===== config.mk =====
export PLATFORM = sky130hd
export DESIGN_NAME = output_channel_scheduler
export DESIGN_NICKNAME = d
export VERILOG_FILES = /design/src/rtl/output_channel_scheduler.sv
export SDC_FILE = /design/constraint.sdc
export NUM_CORES = 1
export LEC_CHECK = 0
export CAP_MARGIN = 0
export CORE_ASPECT_RATIO = 0.75
export CORE_MARGIN = 3
export CORE_UTILIZATION = 51
export DETAILED_ROUTE_END_ITERATION = 10
export GPL_ROUTABILITY_DRIVEN = 0
export HOLD_SLACK_MARGIN = 0.12
export PLACE_DENSITY = 0.87
export SKIP_LAST_GASP = 1
export SLEW_MARGIN = 15
export SYNTH_ARGS = -nofsm -noshare
export SYNTH_HDL_FRONTEND = slang
export SYNTH_SLANG_ARGS = --single-unit

===== constraint.sdc =====
create_clock -name clk -period 2.7 [get_ports clk]
set_clock_uncertainty 0.2 [all_clocks]
set_input_delay 0.54 -clock clk [delete_from_list [all_inputs] [get_ports clk]]
set_output_delay 0.54 -clock clk [all_outputs]
set_load 0.005 [all_outputs]

===== src/rtl/output_channel_scheduler.sv =====
// Channel-select sequencer for the wavelet output mux: round-robin scan or manual hold,
// with per-sample channel tags and frame-start markers; config changes land only on frame boundaries.
module output_channel_scheduler #(
  parameter int NUM_FILTERS = 8,
  parameter int DWELL_WIDTH = 8
) (
  input  logic                   clk,
  input  logic                   rst,
  input  logic                   i_sample_strobe,
  input  logic                   i_cfg_load,
  input  logic                   i_scan_mode,
  input  logic [7:0]             i_manual_channel,
  input  logic [NUM_FILTERS-1:0] i_channel_enable,
  input  logic [DWELL_WIDTH-1:0] i_dwell,
  output logic [7:0]             o_select_output_channel,
  output logic                   o_valid,
  output logic [7:0]             o_channel_tag,
  output logic                   o_frame_start,
  output logic                   o_cfg_pending,
  output logic                   o_busy
);

  typedef enum logic {IDLE, DWELL} state_t;

  state_t                 r_state;
  logic                   r_act_scan, r_stg_scan;
  logic [7:0]             r_act_man, r_stg_man;
  logic [NUM_FILTERS-1:0] r_act_en, r_stg_en;
  logic [DWELL_WIDTH-1:0] r_act_dwell, r_stg_dwell;
  logic                   r_pend;
  logic [DWELL_WIDTH-1:0] r_cnt;
  logic [7:0]             r_sel;
  logic                   r_first;
  logic                   r_valid;
  logic [7:0]             r_tag;
  logic                   r_fs;

  logic                   w_new_scan;
  logic [7:0]             w_new_man;
  logic [NUM_FILTERS-1:0] w_new_en;
  logic [DWELL_WIDTH-1:0] w_new_dwell;
  logic                   w_has_next;
  logic [7:0]             w_next;
  logic                   w_accept, w_done, w_boundary;

  function automatic logic [7:0] f_first(input logic scan, input logic [7:0] man,
                                         input logic [NUM_FILTERS-1:0] en);
    logic [7:0] ch;
    ch = '0;
    if (scan) begin
      for (int i = NUM_FILTERS - 1; i >= 0; i--)
        if (en[i]) ch = 8'(i);
    end else if (32'(man) < NUM_FILTERS) begin
      ch = man;
    end
    return ch;
  endfunction

  // A load coinciding with a boundary wins over whatever is staged.
  always_comb begin
    w_new_scan  = r_act_scan;
    w_new_man   = r_act_man;
    w_new_en    = r_act_en;
    w_new_dwell = r_act_dwell;
    if (i_cfg_load) begin
      w_new_scan  = i_scan_mode;
      w_new_man   = i_manual_channel;
      w_new_en    = i_channel_enable;
      w_new_dwell = i_dwell;
    end else if (r_pend) begin
      w_new_scan  = r_stg_scan;
      w_new_man   = r_stg_man;
      w_new_en    = r_stg_en;
      w_new_dwell = r_stg_dwell;
    end
  end

  always_comb begin
    w_has_next = 1'b0;
    w_next     = '0;
    for (int i = NUM_FILTERS - 1; i >= 0; i--) begin
      if (r_act_en[i] && (8'(i) > r_sel)) begin
        w_has_next = 1'b1;
        w_next     = 8'(i);
      end
    end
  end

  assign w_accept   = i_sample_strobe && (r_state == DWELL);
  assign w_done     = w_accept && (r_cnt == r_act_dwell);
  assign w_boundary = w_done && (!r_act_scan || !w_has_next);

  always_ff @(posedge clk or posedge rst) begin
    if (rst) begin
      r_state     <= IDLE;
      r_act_scan  <= 1'b0;
      r_act_man   <= '0;
      r_act_en    <= '0;
      r_act_dwell <= '0;
      r_stg_scan  <= 1'b0;
      r_stg_man   <= '0;
      r_stg_en    <= '0;
      r_stg_dwell <= '0;
      r_pend      <= 1'b0;
      r_cnt       <= '0;
      r_sel       <= '0;
      r_first     <= 1'b0;
      r_valid     <= 1'b0;
      r_tag       <= '0;
      r_fs        <= 1'b0;
    end else begin
      r_valid <= w_accept;
      r_fs    <= w_accept && r_first;
      if (w_accept) r_tag <= r_sel;
      if (i_cfg_load) begin
        r_stg_scan  <= i_scan_mode;
        r_stg_man   <= i_manual_channel;
        r_stg_en    <= i_channel_enable;
        r_stg_dwell <= i_dwell;
      end
      case (r_state)
        IDLE: begin
          r_pend <= i_cfg_load;
          if (r_pend) begin
            r_act_scan  <= r_stg_scan;
            r_act_man   <= r_stg_man;
            r_act_en    <= r_stg_en;
            r_act_dwell <= r_stg_dwell;
            if (!r_stg_scan || (r_stg_en != '0)) begin
              r_state <= DWELL;
              r_sel   <= f_first(r_stg_scan, r_stg_man, r_stg_en);
              r_cnt   <= '0;
              r_first <= 1'b1;
            end
          end
        end
        DWELL: begin
          if (i_cfg_load) r_pend <= 1'b1;
          if (w_accept) begin
            r_first <= 1'b0;
            if (!w_done) begin
              r_cnt <= r_cnt + 1'b1;
            end else begin
              r_cnt <= '0;
              if (!w_boundary) begin
                r_sel <= w_next;
              end else begin
                r_act_scan  <= w_new_scan;
                r_act_man   <= w_new_man;
                r_act_en    <= w_new_en;
                r_act_dwell <= w_new_dwell;
                r_pend      <= 1'b0;
                r_first     <= 1'b1;
                if (w_new_scan && (w_new_en == '0)) r_state <= IDLE;
                else r_sel <= f_first(w_new_scan, w_new_man, w_new_en);
              end
            end
          end
        end
        default: r_state <= IDLE;
      endcase
    end
  end

  assign o_select_output_channel = r_sel;
  assign o_valid                 = r_valid;
  assign o_channel_tag           = r_tag;
  assign o_frame_start           = r_fs;
  assign o_cfg_pending           = r_pend && (r_state == DWELL);
  assign o_busy                  = (r_state == DWELL);

endmodule


== After elaboration in Yosys (flattened, before gate mapping) ==
Index checks and enable logic that the tools add are counted.

* Bits in registers: 79
* Input port bits: 29
* Output and inout bits: 20
* Word-level logic and storage cells: 149

* Add/sub/neg operators: 1
* Magnitude comparators: 10
* Eq/ne operators: 7
* Mux-type cells: 90
* Bitwise logic cells: 1
* Reduce and logical (&&, ||, !) cells: 24

{| class="wikitable"
|+ Operators with widths
! operator !! number
|-
| 8-bit 2-to-1 mux || 50
|-
| 8-bit one-hot mux with 2 select lines || 5
|-
| 3-bit by 8-bit greater-than comparator with 1-bit output (first input constant) || 4
|-
| 1-bit 2-to-1 mux || 28
|-
| 1-bit by 8-bit greater-than comparator with 1-bit output (first input constant) || 2
|-
| 2-bit by 8-bit greater-than comparator with 1-bit output (first input constant) || 2
|-
| 8-bit by 4-bit less-than comparator with 1-bit output (second input constant) || 2
|-
| 1-bit logical AND || 14
|-
| 3-bit 2-to-1 mux || 3
|-
| 8-bit by 1-bit adder with 8-bit output (second input constant) || 1
|-
| 8-bit equality test || 1
|-
| 8-bit zero test || 1
|-
| 1-bit one-hot mux with 2 select lines || 4
|-
| 8-bit nonzero test || 1
|-
| 2-bit by 1-bit != test with 1-bit output (second input constant) || 3
|-
| 3-bit AND reduction || 2
|-
| 5-bit AND reduction || 1
|-
| 2-bit != test (second input constant) || 2
|-
| 1-bit zero test || 3
|-
| 3-bit != test (second input constant) || 1
|-
| 1-bit logical OR || 2
|-
| 1-bit inverter || 1
|}

== Depth between registers and ports, before layout ==
* Word-level depth: 17
* Depth in mapped cells: 9
* Depth with buffers taken out: 7

== Least setup slack after synthesis ==
No wires, ideal clock.

* Path type: input to register
* From: input i_cfg_load
* To: register r_sel[2], in the netlist o_select_output_channel[2]
* Setup time: 0.125 ns
* Arrival: 2.014 ns
* Required time: 2.375 ns
* Setup slack: 0.362 ns
* Cell stages on the path: 9
* Buffers on the path: 2
* Cells stage by stage: buf_2 -> buf_2 -> nand2_1 -> o21ai_0 -> nor4_2 -> nor3b_1 -> o21ai_1 -> a31oi_1 -> mux2_2

* Word-level cells in the longest chain between the ends: 15
* Elaborated cells on any way between the ends: 23
* Those cells by class: order compare: 1; eq/ne: 1; mux: 18; reduce/logical: 3

{| class="wikitable"
|+ Ends and longest elaborated chain
! item !! line !! source
|-
| from (decl) || 10 || <nowiki>input logic i_cfg_load,</nowiki>
|-
| 8-bit 2-to-1 mux || 65 || <nowiki>if (i_cfg_load) begin</nowiki>
|-
| 3-bit 2-to-1 mux || 52 || <nowiki>if (en[i]) ch = 8'(i);</nowiki>
|-
| 8-bit 2-to-1 mux (7 in a row) || 52 ||
|-
| 8-bit 2-to-1 mux || 50 || <nowiki>if (scan) begin</nowiki>
|-
| 8-bit 2-to-1 mux || 154 || <nowiki>if (w_new_scan && (w_new_en == '0)) r_state <= IDLE;</nowiki>
|-
| 8-bit 2-to-1 mux || 145 || <nowiki>if (!w_boundary) begin</nowiki>
|-
| 8-bit 2-to-1 mux || 141 || <nowiki>if (!w_done) begin</nowiki>
|-
| 8-bit 2-to-1 mux || 139 || <nowiki>if (w_accept) begin</nowiki>
|-
| 8-bit one-hot mux with 2 select lines || 121 || <nowiki>case (r_state)</nowiki>
|-
| to (signal assigned) || 131 || <nowiki>r_sel <= f_first(r_stg_scan, r_stg_man, r_stg_en);</nowiki>
|-
| to (signal assigned) || 146 || <nowiki>r_sel <= w_next;</nowiki>
|-
| to (signal assigned) || 155 || <nowiki>else r_sel <= f_first(w_new_scan, w_new_man, w_new_en);</nowiki>
|-
| to (decl) || 32 || <nowiki>logic [7:0] r_sel;</nowiki>
|}

Parallel ways exist; a longest one is shown, timed or not. The select of a mux whose other input is x is not followed.
A chain may end at the register's enable or synchronous reset.

== Worst setup path after layout ==
* From: register r_pend
* To: output o_cfg_pending

* Word-level cells in the longest chain between the ends: 1

{| class="wikitable"
|+ Ends and longest elaborated chain
! item !! line !! source
|-
| from (decl) || 30 || <nowiki>logic r_pend;</nowiki>
|-
| from (signal assigned) || 123 || <nowiki>r_pend <= i_cfg_load;</nowiki>
|-
| 1-bit logical AND || 169 || <nowiki>assign o_cfg_pending = r_pend && (r_state == DWELL);</nowiki>
|-
| to (decl) || 19 || <nowiki>output logic o_cfg_pending,</nowiki>
|}

Every way passes these cells.

==> results.cfg <==
[status]
outcome = completed

[cells_and_area]
area_growth_pct = 23.2
post-route-util = 0.669
mostFrequentLayoutCell = dfrtp_1
diodes = 0
mostFrequentLayoutCells = dfrtp_1 (79), clkdlybuf4s50_1 (47), nor2_1 (45)
drive_gt1_frac = 0.181
nets = 513

[clocking]
cts_max_level = 3
clkTransAtPathRegs_ns = 0.07
cts-root-buf = clkbuf_8
cts.repair.resized = 0
clock-sinks = 79
clk_latency_ns = 0.36
cts_setup_buffers = 0
cts-hold-fix-buffers = 0
cts_buffer_depth = 2
cts_tree = yes
numCtsBuffers = 9

[floorplanning]
start_util = 0.543
die_w_um = 110
dieArea_mm2 = 0.00918
ioPinCount = 49
row_count = 27
coreArea_mm2 = 0.00757
die_y_um = 83.7

[critical_path]
path_buf_inv = 3
r2r_end = o_select_output_channel[6]
cpPeakStageDelay_ns = 0.52
cpMaxStageDelayCell = clkdlybuf4s50_1
timing.rr.start = o_select_output_channel[4]
path_cells = buf_4, buf_4, and2_1, clkdlybuf4s50_1
worstPathRequired_ns = 1.96
critical_path_class = register to primary output
reg2reg_slack_ns = 0.23
critPathArrivalTime_ns = 1.87
critPathTopFamily = buffers and inverters
rr_worst_depth = 7
critical_path.max_fanout = 11
startpoint_type = register
setup.worst_path.end_class = primary output
path_common_cell = buf_4

[placed_design]
post-dp-hpwl_um = 7300
port_buffers = 48

[yosys]
synth_top_area_share = 0.481
ys_async_sr_fraction = 1.00
synthTopCellsByArea = dfrtp_1 (48%), mux2_2 (6.0%), o22ai_1 (4.4%)
synth_cell_types = 67
synthCells = 417
yosys_register_bits = 79
synth.avg_cell_area_um2 = 9.86
syn_nets = 447
synth_edf_count = 0
synth-seq-area-share = 0.481
synthFlopType = dfrtp_1
synth_warnings = 0
synth_top_area_cell = dfrtp_1
netlist_area_mm2 = 0.00411

[routing]
routed_wl_um = 10200
drt_iter0_markers = 322
final_antenna_net_count = 0
drc = 0
viasPerCell = 6.02
post_drt_wl_per_cell_um = 17.4
drtPass1Iterations = 5
vias = 3539

[worst_hold_path]
hp-start = o_channel_tag[0]
min_path_cells = 2
hold_end = o_channel_tag[0]
hold_class = register to register

[timing]
slew_viol_final = 0
timing.final.crit_share = 0.968
tightestPinTransition_ns = 0.467
max_freq_mhz = 382
hold_viol = 0
final.setup.tns_ns = 0
slew-limit-headroom = 0.685
rsz0062_at_grt = false
min_period_ns = 2.61
setup_viol_count_final = 0

[global_route]
grt_pass1_vias = 3436
grt_max_degree = 34
grtUsageTotal = 0.232
grt_pass1_wl_um = 16800
grt_overflow = 0
antenna_found_initial = 0

[pwr]
power.density_mw_per_mm2 = 792
ir_drop_uv = 390
leakage_nw = 2.22

[job]
maxCapViolCount = 0
-- cells by family (layout without fill, tap and decap cells) --
family          after synthesis  after routing  share of synthesized area
compound gates              126            126                      0.199
simple gates                123            123                      0.156
flops                        79             79                      0.481
buf+inv                      40            110                     0.0414
mux                          34             34                     0.0898
xor+xnor                     14             14                     0.0298
fa+ha+maj                     1              1                    0.00304
-- final cells by class --
class                           instances  area [µm²]
Fill cell                             586        2500
Sequential cell                        79        1980
Multi-Input combinational cell        298        1960
Timing Repair Buffer                   75         716
Clock buffer                           12         135
Tap cell                              101         126
Inverter                               20        78.8
Clock inverter                          3        68.8
-- layer usage --
metal	track usage	vias to the layer above	routed length, µm
li1	-	1638	-
met3	0.0557	19	751
met4	0.0521	0	126
met1	0.329	1721	4670
met5	0	-	0
met2	0.361	161	4690
-- through the flow --
stage          cells  total power, mW  hold WS (ns)  setup slack, ns  instance area [µm²]
4_1_cts          588             4.00         0.308           0.0740                 5060
3_5_place_dp     573             3.05         0.291          -0.0727                 4860
6_report         588             4.01         0.302           0.0856                 5060
5_1_grt          588             4.25         0.315           0.0189                 5060
2_1_floorplan    417             2.59         0.271            0.362                 4110
3_3_place_gp     573             2.96         0.263           0.0110                 4860
-- worst max path at each step --
| stage | start | endpoint | slack, ns | cells past startpoint |
|---|---|---|---|---|
| after detailed placement | i_manual_channel[3] | o_select_output_channel[2] | -0.07 | 8 |
| final | r_pend | o_cfg_pending | 0.09 | 4 |
| after floorplan | i_cfg_load | o_select_output_channel[2] | 0.36 | 9 |
| after global routing | r_pend | o_cfg_pending | 0.02 | 4 |
| after global placement | i_manual_channel[3] | o_select_output_channel[2] | 0.01 | 8 |
| after CTS | r_pend | o_cfg_pending | 0.07 | 4 |
-- power by group --
part / total [mW] / leakage, nW / internal, mW / switching [mW]
registers: 1.83 / 0.977 / 1.48 / 0.350
logic: 1.24 / 1.15 / 0.634 / 0.611
clock network: 0.936 / 0.101 / 0.519 / 0.418
-- worst reg2reg max path, cell delays in order (launching register included) --
cell and delay [ns]:
dfrtp_1 0.42, or4_4 0.58, nor2_2 0.18, o211ai_1 0.16
and3_4 0.21, a31oi_4 0.23, buf_4 0.18, and2b_2 0.21
-- registers in the layout, summed over array words and instances (netlist names) --
| register | count |
|---|---|
| r_first | 1 |
| r_stg_man | 8 |
| r_act_scan | 1 |
| o_frame_start | 1 |
| r_act_man | 8 |
| r_pend | 1 |
| o_select_output_channel | 8 |
| r_stg_en | 8 |
| o_channel_tag | 8 |
| o_valid | 1 |
| r_act_en | 8 |
| r_act_dwell | 8 |
| r_cnt | 8 |
| o_busy | 1 |
| r_stg_scan | 1 |
| r_stg_dwell | 8 |
-- Yosys cell counts, drive strengths merged, types with 7 or more instances --
| master | n |
|---|---|
| a21oi | 36 |
| buf | 13 |
| clkbuf | 7 |
| dfrtp | 79 |
| inv | 20 |
| mux2 | 23 |
| mux2i | 11 |
| nand2 | 25 |
| nand3 | 8 |
| nor2 | 46 |
| nor3 | 7 |
| o21ai | 28 |
| o22ai | 29 |
| xnor2 | 9 |
Note: power is estimated with default switching activity, not from simulation.
